===== src/rtl/alu_step_demo_if.sv =====
// Operand/result bus between the step controller and the external ALU.
// The controller drives operands and control; the ALU returns result and flags.
interface alu_step_demo_if #(
    parameter int WIDTH = 16
);
    logic [WIDTH-1:0] alu_a;
    logic [WIDTH-1:0] alu_b;
    logic [15:0]      alu_ctrl;
    logic [WIDTH-1:0] alu_out;
    logic [4:0]       alu_flags;

    modport master (
        output alu_a,
        output alu_b,
        output alu_ctrl,
        input  alu_out,
        input  alu_flags
    );

    modport slave (
        input  alu_a,
        input  alu_b,
        input  alu_ctrl,
        output alu_out,
        output alu_flags
    );
endinterface


===== src/rtl/alu_step_demo.sv =====
// Step-by-step ALU front end: operands and opcode are keyed in a nibble at a
// time from switches, the external ALU is given a fixed settle time, and the
// result is latched for display and can be chained back in as operand A.
//
// state    | meaning
// ---------+---------------------------------------------------------------
// ENTER_A  | shifting nibbles into a_reg, one per enter press
// ENTER_B  | shifting nibbles into b_reg, one per enter press
// ENTER_OP | waiting for enter to latch the opcode switches
// EXEC     | ALU settling; wait_cnt counts down, result captured at zero
// SHOW     | result and flags on display; enter chains result into A
module alu_step_demo #(
    parameter int WIDTH     = 16,
    parameter int EXEC_WAIT = 1
) (
    input  logic                 clk,
    input  logic                 reset,
    input  logic [3:0]           sw,
    input  logic [3:0]           op_sw,
    input  logic                 btn_enter,
    input  logic                 btn_clear,
    alu_step_demo_if.master      alu,
    output logic [WIDTH-1:0]     disp_value,
    output logic [4:0]           flag_leds,
    output logic [2:0]           state_leds,
    output logic                 busy
);

    localparam int NIB   = WIDTH / 4;
    localparam int NIB_W = $clog2(NIB);

    localparam logic [NIB_W-1:0] NIB_LAST  = NIB_W'(NIB - 1);
    localparam logic [3:0]       WAIT_LOAD = 4'(EXEC_WAIT);

    localparam logic [2:0] ST_ENTER_A  = 3'd0;
    localparam logic [2:0] ST_ENTER_B  = 3'd1;
    localparam logic [2:0] ST_ENTER_OP = 3'd2;
    localparam logic [2:0] ST_EXEC     = 3'd3;
    localparam logic [2:0] ST_SHOW     = 3'd4;

    logic [2:0]       state;
    logic [2:0]       state_nxt;
    logic             btn_q;
    logic             enter_pulse;
    logic [WIDTH-1:0] a_reg;
    logic [WIDTH-1:0] b_reg;
    logic [3:0]       op_reg;
    logic [WIDTH-1:0] result_reg;
    logic [4:0]       flags_reg;
    logic [NIB_W-1:0] nib_cnt;
    logic [3:0]       wait_cnt;
    logic             nib_last;
    logic             wait_done;

    assign enter_pulse = btn_enter & ~btn_q;
    assign nib_last    = (nib_cnt == NIB_LAST);
    assign wait_done   = (wait_cnt == 4'd0);

    // Button history for rising-edge detection; resets high so a button held
    // through reset must be released before it counts again.
    always_ff @(posedge clk) begin
        if (reset) begin
            btn_q <= 1'b1;
        end else begin
            btn_q <= btn_enter;
        end
    end

    // Next-state selection; clear overrides every transition.
    always_comb begin
        state_nxt = state;
        case (state)
            ST_ENTER_A: begin
                if (enter_pulse && nib_last) begin
                    state_nxt = ST_ENTER_B;
                end
            end
            ST_ENTER_B: begin
                if (enter_pulse && nib_last) begin
                    state_nxt = ST_ENTER_OP;
                end
            end
            ST_ENTER_OP: begin
                if (enter_pulse) begin
                    state_nxt = ST_EXEC;
                end
            end
            ST_EXEC: begin
                if (wait_done) begin
                    state_nxt = ST_SHOW;
                end
            end
            ST_SHOW: begin
                if (enter_pulse) begin
                    state_nxt = ST_ENTER_B;
                end
            end
            default: begin
                state_nxt = ST_ENTER_A;
            end
        endcase
        if (btn_clear) begin
            state_nxt = ST_ENTER_A;
        end
    end

    // State register.
    always_ff @(posedge clk) begin
        if (reset) begin
            state <= ST_ENTER_A;
        end else begin
            state <= state_nxt;
        end
    end

    // Operand A: nibble shift during entry, reload from result when chaining.
    always_ff @(posedge clk) begin
        if (reset || btn_clear) begin
            a_reg <= '0;
        end else if (enter_pulse) begin
            if (state == ST_ENTER_A) begin
                a_reg <= {a_reg[WIDTH-5:0], sw};
            end else if (state == ST_SHOW) begin
                a_reg <= result_reg;
            end
        end
    end

    // Operand B: nibble shift during entry, emptied when chaining.
    always_ff @(posedge clk) begin
        if (reset || btn_clear) begin
            b_reg <= '0;
        end else if (enter_pulse) begin
            if (state == ST_ENTER_B) begin
                b_reg <= {b_reg[WIDTH-5:0], sw};
            end else if (state == ST_SHOW) begin
                b_reg <= '0;
            end
        end
    end

    // Nibble counter; wraps to zero on the last nibble of each operand.
    always_ff @(posedge clk) begin
        if (reset || btn_clear) begin
            nib_cnt <= '0;
        end else if (enter_pulse) begin
            if ((state == ST_ENTER_A) || (state == ST_ENTER_B)) begin
                nib_cnt <= nib_last ? '0 : nib_cnt + 1'b1;
            end else if (state == ST_SHOW) begin
                nib_cnt <= '0;
            end
        end
    end

    // Opcode latch, taken from the switches on the ENTER_OP press.
    always_ff @(posedge clk) begin
        if (reset || btn_clear) begin
            op_reg <= 4'h0;
        end else if (enter_pulse && (state == ST_ENTER_OP)) begin
            op_reg <= op_sw;
        end
    end

    // Settle timer: loaded on opcode entry, counts down to zero in EXEC.
    always_ff @(posedge clk) begin
        if (reset || btn_clear) begin
            wait_cnt <= 4'd0;
        end else if (enter_pulse && (state == ST_ENTER_OP)) begin
            wait_cnt <= WAIT_LOAD;
        end else if ((state == ST_EXEC) && !wait_done) begin
            wait_cnt <= wait_cnt - 4'd1;
        end
    end

    // Result and flag capture at terminal count; held until the next capture.
    always_ff @(posedge clk) begin
        if (reset || btn_clear) begin
            result_reg <= '0;
            flags_reg  <= 5'b0;
        end else if ((state == ST_EXEC) && wait_done) begin
            result_reg <= alu.alu_out;
            flags_reg  <= alu.alu_flags;
        end
    end

    // Display source follows what the operator is currently working on.
    always_comb begin
        disp_value = result_reg;
        case (state)
            ST_ENTER_A:  disp_value = a_reg;
            ST_ENTER_B:  disp_value = b_reg;
            ST_ENTER_OP: disp_value = {{(WIDTH-4){1'b0}}, op_sw};
            default:     disp_value = result_reg;
        endcase
    end

    // Continuous bus and indicator outputs.
    always_comb begin
        alu.alu_a    = a_reg;
        alu.alu_b    = b_reg;
        alu.alu_ctrl = {8'h00, op_reg, 4'h0};
        flag_leds    = flags_reg;
        state_leds   = state;
        busy         = (state == ST_EXEC);
    end

endmodule


===== src/flat_wrapper.sv =====
// flat-port wrapper written by rule: the top's interface ports become plain ports
module alu_step_demo_flat 
#(
    parameter int WIDTH     = 16,
    parameter int EXEC_WAIT = 1
)
  (clk, reset, sw, op_sw, btn_enter, btn_clear, disp_value, flag_leds, state_leds, busy, alu_alu_a, alu_alu_b, alu_alu_ctrl, alu_alu_out, alu_alu_flags);
  alu_step_demo_if #(.WIDTH(WIDTH)) alu_i ();
  input  logic clk;
  input  logic reset;
  input  logic [3:0] sw;
  input  logic [3:0] op_sw;
  input  logic btn_enter;
  input  logic btn_clear;
  output logic [WIDTH-1:0] disp_value;
  output logic [4:0] flag_leds;
  output logic [2:0] state_leds;
  output logic busy;
  output wire logic [$bits(alu_i.alu_a)-1:0] alu_alu_a;
  output wire logic [$bits(alu_i.alu_b)-1:0] alu_alu_b;
  output wire logic [$bits(alu_i.alu_ctrl)-1:0] alu_alu_ctrl;
  input wire logic [$bits(alu_i.alu_out)-1:0] alu_alu_out;
  input wire logic [$bits(alu_i.alu_flags)-1:0] alu_alu_flags;
  assign alu_alu_a = alu_i.alu_a;
  assign alu_alu_b = alu_i.alu_b;
  assign alu_alu_ctrl = alu_i.alu_ctrl;
  assign alu_i.alu_out = alu_alu_out;
  assign alu_i.alu_flags = alu_alu_flags;
  alu_step_demo #(.WIDTH(WIDTH), .EXEC_WAIT(EXEC_WAIT)) u_core (.clk(clk), .reset(reset), .sw(sw), .op_sw(op_sw), .btn_enter(btn_enter), .btn_clear(btn_clear), .alu(alu_i), .disp_value(disp_value), .flag_leds(flag_leds), .state_leds(state_leds), .busy(busy));
endmodule

===== config.mk =====
export PLATFORM = sky130hd
export DESIGN_NAME = alu_step_demo_flat
export DESIGN_NICKNAME = d
export VERILOG_FILES = /design/src/rtl/alu_step_demo_if.sv /design/src/rtl/alu_step_demo.sv /design/src/flat_wrapper.sv
export SDC_FILE = /design/constraint.sdc
export NUM_CORES = 1
export LEC_CHECK = 0
export ABC_AREA = 1
export BUFFER_PORTS_ARGS = -buffer_cell sky130_fd_sc_hd__buf_2
export CAP_MARGIN = 30
export CORE_AREA = 2 2 88 90
export CTS_CLUSTER_DIAMETER = 200
export DETAILED_ROUTE_END_ITERATION = 16
export DIE_AREA = 0 0 90 92
export PLACE_DENSITY = 0.73
export SYNTH_ARGS = -nofsm -noshare
export SYNTH_HDL_FRONTEND = slang
export SYNTH_SLANG_ARGS = --single-unit

===== constraint.sdc =====
create_clock -name clk -period 1.37 [get_ports clk]
set_input_delay 0.274 -clock clk [delete_from_list [all_inputs] [get_ports clk]]
set_output_delay 0.274 -clock clk [all_outputs]
set_load 0.01 [all_outputs]

==> impl_metrics.yaml, run 1 <==
timing:
  hold_viol: 0
  period_share_pct: 135.6
  fin_crit_ns: 1.858
  max_freq_ghz: 0.5382
  fin_skew_ns: 0.004678
  finalSetupViolCount: 75
  rsz0062_at_grt: "yes"
  setup_slack_ns: -0.4879
  drv_slew: 0
critical_path:
  crit_fanout: 6
  end_kind: "primary output"
  r2r_cells: 9
  cp-endpoint: "disp_value[13]"
  r2r_slack_ns: -0.25
  worstPathArrival_ns: 1.58
  cp.required_ns: 1.10
  r2r-start: "u_core.state_leds[1]"
  crit_type: "reg -> out"
  startpoint_type: "flop"
  crit_path_start: "u_core.state_leds[2]"
  timing.rr.end: "u_core.result_reg[0]"
floorplanning:
  start_util_pct: 42.84
  die_x_um: 90
  die_area_sq_um: 8280
  io_pins: 106
  row_count: 32
  chipHeight_um: 92
  core_sq_um: 7447
synthesis:
  synth.mux.area_fraction_pct: 0
  yosys.area_share.simple_pct: 28.47
  yosys_warnings: 0
  synthAdderAreaFrac_pct: 0.7843
  synth_compound_area_share_pct: 17.33
  syn-instance-count: 429
  synth.yosys.seq_area_share_pct: 42.04
  syn_avg_cell_area_sq_um: 7.437
  netlist-cell-type-count: 30
  synth_xor_area_share_pct: 0.2745
  syn_area_sq_um: 3191
  synth_seq_cells: 67
  synth_top_family_by_area: "simple AND/OR/NAND/NOR gates"
global_routing:
  grtUsageMet2_pct: 38.28
  grt_start_max_net_pins: 32
  grt_pass1_vias: 3217
  antenna_found_initial: 0
  grt-busiest-layer: "met2"
  grt_pass1_wl_um: 15930
  use_met1_pct: 31.36
  grt_usage_pct: 24.08
  overflow: 0
  use_met3_pct: 3.862
drt:
  dr.pass1.iters: 5
  drt_iter0_drc: 212
  wire_per_inst_um: 16.05
  drtAntennaViolNets: 0
  remaining_drc_errors: 0
  wirelength_um: 11140
  vias_per_cell: 5.248
  vias: 3642
cts:
  cts.htree.levels: 3
  cts_buffers: 9
  cts_sinks: 67
  clock_latency_ns: 0.35
  clockBufferDepth: 2
  cts_root_buf: "clkbuf_8"
  cts_tree: "built"
  cts.reportedPaths.clkPinSlew_ns: 0.07
power:
  power.density_nw_per_um2: 757.6
  ir_drop_mv: 0.4714
  total_power_w: 0.003769
  power_leakage_nw: 2.241
finish:
  num-nets-final: 624
  drive_above_1_share_pct: 49.32
  final_cell_mix: "buf_2, nand2_1, dfxtp_1"
  antenna_cells: 0
  final_util_pct: 66.80
  area_growth_syn_to_layout_pct: 55.92
  mostFrequentLayoutCell: "buf_2"
placement:
  place_congestion: 0.8601
  io_buffer_count: 93
  dpl.hpwl_um: 6759
status:
  violations: "setup timing"
  status: "finished with violations"
worst_hold_path:
  hp-class: "in -> reg"
job:
  drv_cap: 0
## worst max-delay path, stage by stage, from the launching register on
cell       delay, ns
dfxtp_4         0.37
nor2_4          0.19
nand2_4         0.10
inv_6           0.09
clkbuf_16       0.16
nand2_2         0.06
o211ai_1        0.10
buf_2           0.17
## area by class of cell
cell class / count / area [sq um]
Clock inverter: 2 / 10.01
Timing Repair Buffer: 170 / 1265
Sequential cell: 67 / 1355
Timing Repair inverter: 1 / 7.507
Inverter: 34 / 157.7
Clock buffer: 12 / 166.4
Tap cell: 102 / 127.6
Multi-Input combinational cell: 306 / 1886
Fill cell: 589 / 2472
## metrics by stage
stage	setup TNS (ns)	worst slack (ns)	hold slack (ns)	cell area [sq um]	std cells
after floorplan	0	0.003366	0.3778	3241	440
after global placement	-0.7702	-0.09530	0.4530	4021	645
after detailed placement	-3.031	-0.09351	0.4627	4021	645
after CTS	-10.58	-0.4546	0.1249	4507	680
after global routing	-21.70	-0.5176	0.1330	4975	694
final	-17.34	-0.4879	0.1268	4975	694
## repair_timing
| action | in CTS | in global routing |
|---|---|---|
| resized for setup | 26 | 99 |
| endpoints found under the setup margin | 59 | 81 |
| hold buffers | 0 | 0 |
| buffers inserted | 17 | 16 |
| pin swaps | 7 | 25 |
| gates cloned | 5 | 3 |
## worst min-delay path by stage
| stage | startpoint | endpoint | cells past startpoint |
|---|---|---|---|
| floorplan | reset | u_core.btn_q | 1 |
| global placement | u_core.wait_cnt[3] | u_core.wait_cnt[3] | 2 |
| detailed placement | u_core.op_reg[0] | u_core.op_reg[0] | 2 |
| CTS | btn_enter | u_core.btn_q | 2 |
| global route | btn_enter | u_core.btn_q | 2 |
| finish | btn_enter | u_core.btn_q | 2 |
## synth_stat cells, drive strengths merged
library cell | instances | area [sq um]
dfxtp | 67 | 1341
nand3 | 28 | 185.2
clkbuf | 6 | 22.52
conb | 1 | 3.750
nor2 | 62 | 269.0
o221ai | 1 | 8.760
or2 | 1 | 6.260
nand2 | 100 | 400.4
a31oi | 10 | 62.56
inv | 34 | 130.1
xor2 | 1 | 8.760
ha | 2 | 25.02
nand4 | 5 | 31.28
o211ai | 15 | 112.6
buf | 28 | 197.7
o21ai | 43 | 215.2
nor3 | 1 | 16.27
a21oi | 24 | 153.9
## logic make-up after synthesis
logic type	Yosys count
buf+inv	68
flops	67
xor+xnor	1
other cells	1
simple gates	197
fa+ha+maj	2
compound gates	93
## where the power goes
part           internal [W]  switching [W]  leakage (nW)
Clock              0.000791       0.000739        0.0932
Combinational      0.000118       0.000151          1.60
Sequential          0.00195      0.0000144         0.544
Total               0.00286       0.000905          2.24
## layer usage
layer  vias to the layer above  wire, um  share of wire, %
li1                       1715         -                 -
met1                      1710      4531                41
met2                       175      5382                48
met3                        42       703               6.3
met4                         0       521               4.7
met5                         -         0                 0
(Power assumes the default switching activity.)
==> run 2, diff against run 1 <==
clock period = 1.6 ns   (was 1.37 ns; I/O delays follow)
==> impl_metrics.yaml, run 2 (synthesis results as in run 1) <==
power:
  power.switching_w: 0.0007919
  pwr-share-clk_pct: 43.3
  power.density_nw_per_um2: 733.5
  ir_drop_mv: 0.6290
  power_leakage_nw: 2.170
  p_seq_share_pct: 50.0
  internal-power_w: 0.002586
  swShare_pct: 23.44
  combPwrFrac_pct: 6.7
timing:
  setup_slack_ns: -0.2765
  period_share_pct: 117.3
  max_freq_ghz: 0.5329
  whs_ns: 0.1881
  finalSetupViolCount: 30
  fin_skew_ns: 0.01308
  fin_crit_ns: 1.876
  hold_viol: 0
  drv_slew: 0
  setup_tns_ns: -4.257
  rsz0062_at_grt: "yes"
finish:
  mostFrequentLayoutCell: "buf_2"
  antenna_cells: 0
  final_util_pct: 61.83
  area_growth_syn_to_layout_pct: 44.31
  n_fill_cell: 656
  final_area_sq_um: 4604
  num-nets-final: 593
  final_cell_mix: "buf_2, nand2_1, dfxtp_1"
  drive_above_1_share_pct: 43.52
critical_path:
  crit_type: "reg -> out"
  crit_fanout: 4
  worstPathArrival_ns: 1.56
  crit_path_start: "u_core.state_leds[2]"
  startpoint_type: "flop"
  end_kind: "primary output"
  r2r-start: "u_core.state_leds[1]"
  cp.required_ns: 1.28
floorplanning:
  io_pins: 106
  core_sq_um: 7447
  chipHeight_um: 92
  die_area_sq_um: 8280
  die_x_um: 90
  row_count: 32
  start_util_pct: 42.84
global_routing:
  grt_pass1_vias: 3046
  grt_pass1_wl_um: 14840
  grt_start_max_net_pins: 47
  grt_usage_pct: 22.20
  overflow: 0
  antenna_found_initial: 0
drt:
  vias_per_cell: 5.242
  dr.pass1.iters: 5
  wirelength_um: 10200
  vias: 3486
  wire_per_inst_um: 15.34
  drtAntennaViolNets: 0
  drt_iter0_drc: 298
  remaining_drc_errors: 0
placement:
  dpl.hpwl_um: 6515
  place_congestion: 0.8913
  io_buffer_count: 93
  pre_cts_ws_ns: 0.06675
  placed_cell_area_sq_um: 3837
cts:
  cts_sinks: 67
  cts_tree: "built"
  clock_latency_ns: 0.35
  cts_hold_buf: 0
  clockBufferDepth: 2
  cts.htree.levels: 3
  cts_root_buf: "clkbuf_8"
  cts.reportedPaths.clkPinSlew_ns: 0.06
  cts_buffers: 9
job:
  drv_cap: 0
worst_hold_path:
  hp-class: "in -> reg"
  min_from: "btn_enter"
status:
  status: "finished with violations"
  violations: "setup timing"
run 2: changes by cell type in the layout (fill, tap and decap cells not counted), sizes merged:
cell,change
bufinv,+1
buf,-28
clkbuf,+1
bufbuf,-2
clkinv,-1
run 2: metrics by stage:
| step | std cells | power, W |
|---|---|---|
| 6_report | 665 | 0.003378 |
| 2_1_floorplan | 440 | 0.001836 |
| 4_1_cts | 651 | 0.003325 |
| 3_3_place_gp | 625 | 0.001902 |
| 5_1_grt | 665 | 0.003477 |
| 3_5_place_dp | 625 | 0.001904 |
run 2: repair_timing:
action | 4_1_cts | 5_1_grt
endpoints found under the hold margin | 0 | 0
pin swaps | 12 | 22
gates cloned | 2 | 5
setup buffers | 8 | 9
resized for setup | 33 | 68
endpoints found under the setup margin | 16 | 52
run 2: final timing paths:
path         cells after the start                    to  slack, ns
min                              2          u_core.btn_q       0.19
min reg2reg                      2      u_core.op_reg[0]       0.48
max                              7         disp_value[4]      -0.28
max reg2reg                     12  u_core.alu.alu_a[15]      -0.11
run 2: area by class of cell:
cell class | count | area, sq um | share of cell area [%]
timing repair buffer | 140 | 983.4 | 21.36
clock inverter | 3 | 46.29 | 1.005
tap | 102 | 127.6 | 2.772
clock buffer | 13 | 158.9 | 3.451
sequential | 67 | 1345 | 29.21
inverter | 34 | 150.1 | 3.261
multi-input combinational | 306 | 1793 | 38.94
run 2: metal layers:
metal | up-vias | GRT usage, % | routed length [um]
met5 | - | 1.282 | 0
met4 | 0 | 11.28 | 302
met3 | 30 | 3.944 | 626
met2 | 169 | 34.27 | 4866
met1 | 1629 | 29.78 | 4405
li1 | 1658 | - | -
run 2: critical path, stage by stage, from the launching register on:
cell and delay [ns]:
dfxtp_2 0.34, nor2_4 0.18, nand2_4 0.10, inv_4 0.09
buf_6 0.12, nand2_2 0.07, o211ai_1 0.14, buf_2 0.18
run 2: power by group through the flow:
stage / Sequential, W / Clock [W] / Combinational, W
floorplan: 0.00173 / 0 / 0.000109
global placement: 0.00172 / 0 / 0.000177
detailed placement: 0.00172 / 0 / 0.000179
CTS: 0.00169 / 0.00146 / 0.000183
global route: 0.00169 / 0.00154 / 0.000244
finish: 0.00169 / 0.00146 / 0.000227
==> run 3, diff against run 2 <==
PLACE_DENSITY = default   (was 0.73)
PLACE_DENSITY_LB_ADDON = 0.15   (was default)
SKIP_LAST_GASP = 1   (was default)
==> impl_metrics.yaml, run 3 (synthesis results as in run 1) <==
worst_hold_path:
  hp-class: "in -> reg"
global_routing:
  grt_usage_pct: 22.31
  antenna_found_initial: 0
  grt_pass1_wl_um: 14600
  grt_start_max_net_pins: 31
  overflow: 0
  grt_pass1_vias: 2898
finish:
  antenna_cells: 0
  layoutNonFillerInstCount: 649
  final_cell_mix: "buf_2, nand2_1, dfxtp_1"
  n_fill_cell: 728
  drive_above_1_share_pct: 37.48
  multiInputGateArea_sq_um: 1639
  seq_area_sq_um: 1350
  area_growth_syn_to_layout_pct: 34.24
  mostFrequentLayoutCell: "buf_2"
  num-nets-final: 577
critical_path:
  crit_type: "reg -> out"
  crit_fanout: 8
  end_kind: "primary output"
  cp.required_ns: 1.28
  worstPathArrival_ns: 1.56
  startpoint_type: "flop"
floorplanning:
  row_count: 32
  die_area_sq_um: 8280
  io_pins: 106
  chipHeight_um: 92
  die_x_um: 90
  core_sq_um: 7447
  start_util_pct: 42.84
cts:
  cts_root_buf: "clkbuf_8"
  cts_buffers: 9
  cts.reportedPaths.clkPinSlew_ns: 0.08
  cts_sinks: 67
  clock_latency_ns: 0.36
  clockBufferDepth: 2
  cts.htree.levels: 3
  cts_hold_buf: 0
  cts_tree: "built"
placement:
  dpl.hpwl_um: 6498
  pre_cts_ws_ns: -0.03039
  io_buffer_count: 93
  place_congestion: 0.8764
  dpl.cell_count: 623
drt:
  vias_per_cell: 5.003
  drtAntennaViolNets: 0
  drt_iter0_drc: 249
  vias: 3247
  wirelength_um: 9425
  wire_per_inst_um: 14.52
  dr.pass1.iters: 5
  remaining_drc_errors: 0
timing:
  drv_slew: 0
  finalSetupViolCount: 16
  max_freq_ghz: 0.5310
  setup_slack_ns: -0.2831
  fin_crit_ns: 1.883
  period_share_pct: 117.7
  hold_viol: 0
  rsz0062_at_grt: "yes"
  setup_tns_ns: -3.970
  whs_ns: 0.1641
  fin_skew_ns: 0.008591
status:
  status: "finished with violations"
  violations: "setup timing"
power:
  power.density_nw_per_um2: 817.3
  ir_drop_mv: 0.4323
  internal-power_w: 0.002671
  pwr-share-clk_pct: 46.6
  combPwrFrac_pct: 5.3
  p_seq_share_pct: 48.1
  power_leakage_nw: 2.111
  power.switching_w: 0.0008299
  swShare_pct: 23.71
job:
  drv_cap: 0
## run 3: changes by cell type in the layout (fill, tap and decap cells not counted), moves of 3 or more
cell	before	now
nand2_2	15	11
o21ai_2	11	0
o21ai_0	7	16
inv_6	3	0
buf_6	14	3
nand2_1	73	78
nor2_4	5	2
nand3_1	13	18
nand3_2	13	10
## run 3: metal layers
metal / vias to the layer above / share of wire, % / global-route usage, %
li1: 1619 / - / -
met2: 123 / 47 / 34.21
met1: 1488 / 46 / 30.54
met3: 17 / 5.1 / 3.944
met4: 0 / 1.5 / 10.51
met5: - / 0 / 0
## run 3: repair_timing
action	in CTS	in global routing
setup endpoints to repair	17	29
cloned	0	2
pin swaps	1	16
setup buffers	2	6
gates resized for setup	5	36
## run 3: final timing paths
path,from,end,slack [ns],depth (start not counted)
max reg2reg,u_core.state_leds[1],u_core.alu.alu_b[2],0.03,7
min reg2reg,u_core.op_reg[0],u_core.op_reg[0],0.47,2
max,u_core.state_leds[2],disp_value[8],-0.28,7
min,btn_enter,u_core.btn_q,0.16,2
## run 3: critical path: stages (launching register included)
cell	delay, ns
dfxtp_4	0.36
nor2_4	0.18
nand2_4	0.10
inv_4	0.09
clkbuf_16	0.18
nand2_2	0.05
o211ai_1	0.09
buf_2	0.16
## run 3: power by group through the flow
stage	logic (W)	registers, W	clock network, W
6_report	0.000186	0.00168	0.00163
3_5_place_dp	0.000185	0.00172	0
2_1_floorplan	0.000109	0.00173	0
3_3_place_gp	0.000183	0.00172	0
4_1_cts	0.000186	0.00169	0.00165
5_1_grt	0.000205	0.00168	0.00172
## run 3: layout make-up
cell class,count,area share [%]
clock buffer,10,3.214
clock inverter,6,2.074
inverter,34,3.214
multi-input combinational,305,38.27
sequential,67,31.52
tap,102,2.980
timing repair buffer,125,18.73
## run 3: metrics by stage
stage | util (%) | area, sq um | total power (W)
after CTS | 54.69 | 4073 | 0.003517
after floorplan | - | 3232 | 0.001836
after global placement | 51.33 | 3822 | 0.001907
after global routing | 57.51 | 4283 | 0.003609
after detailed placement | 51.33 | 3822 | 0.001909
final | 57.51 | 4283 | 0.003501
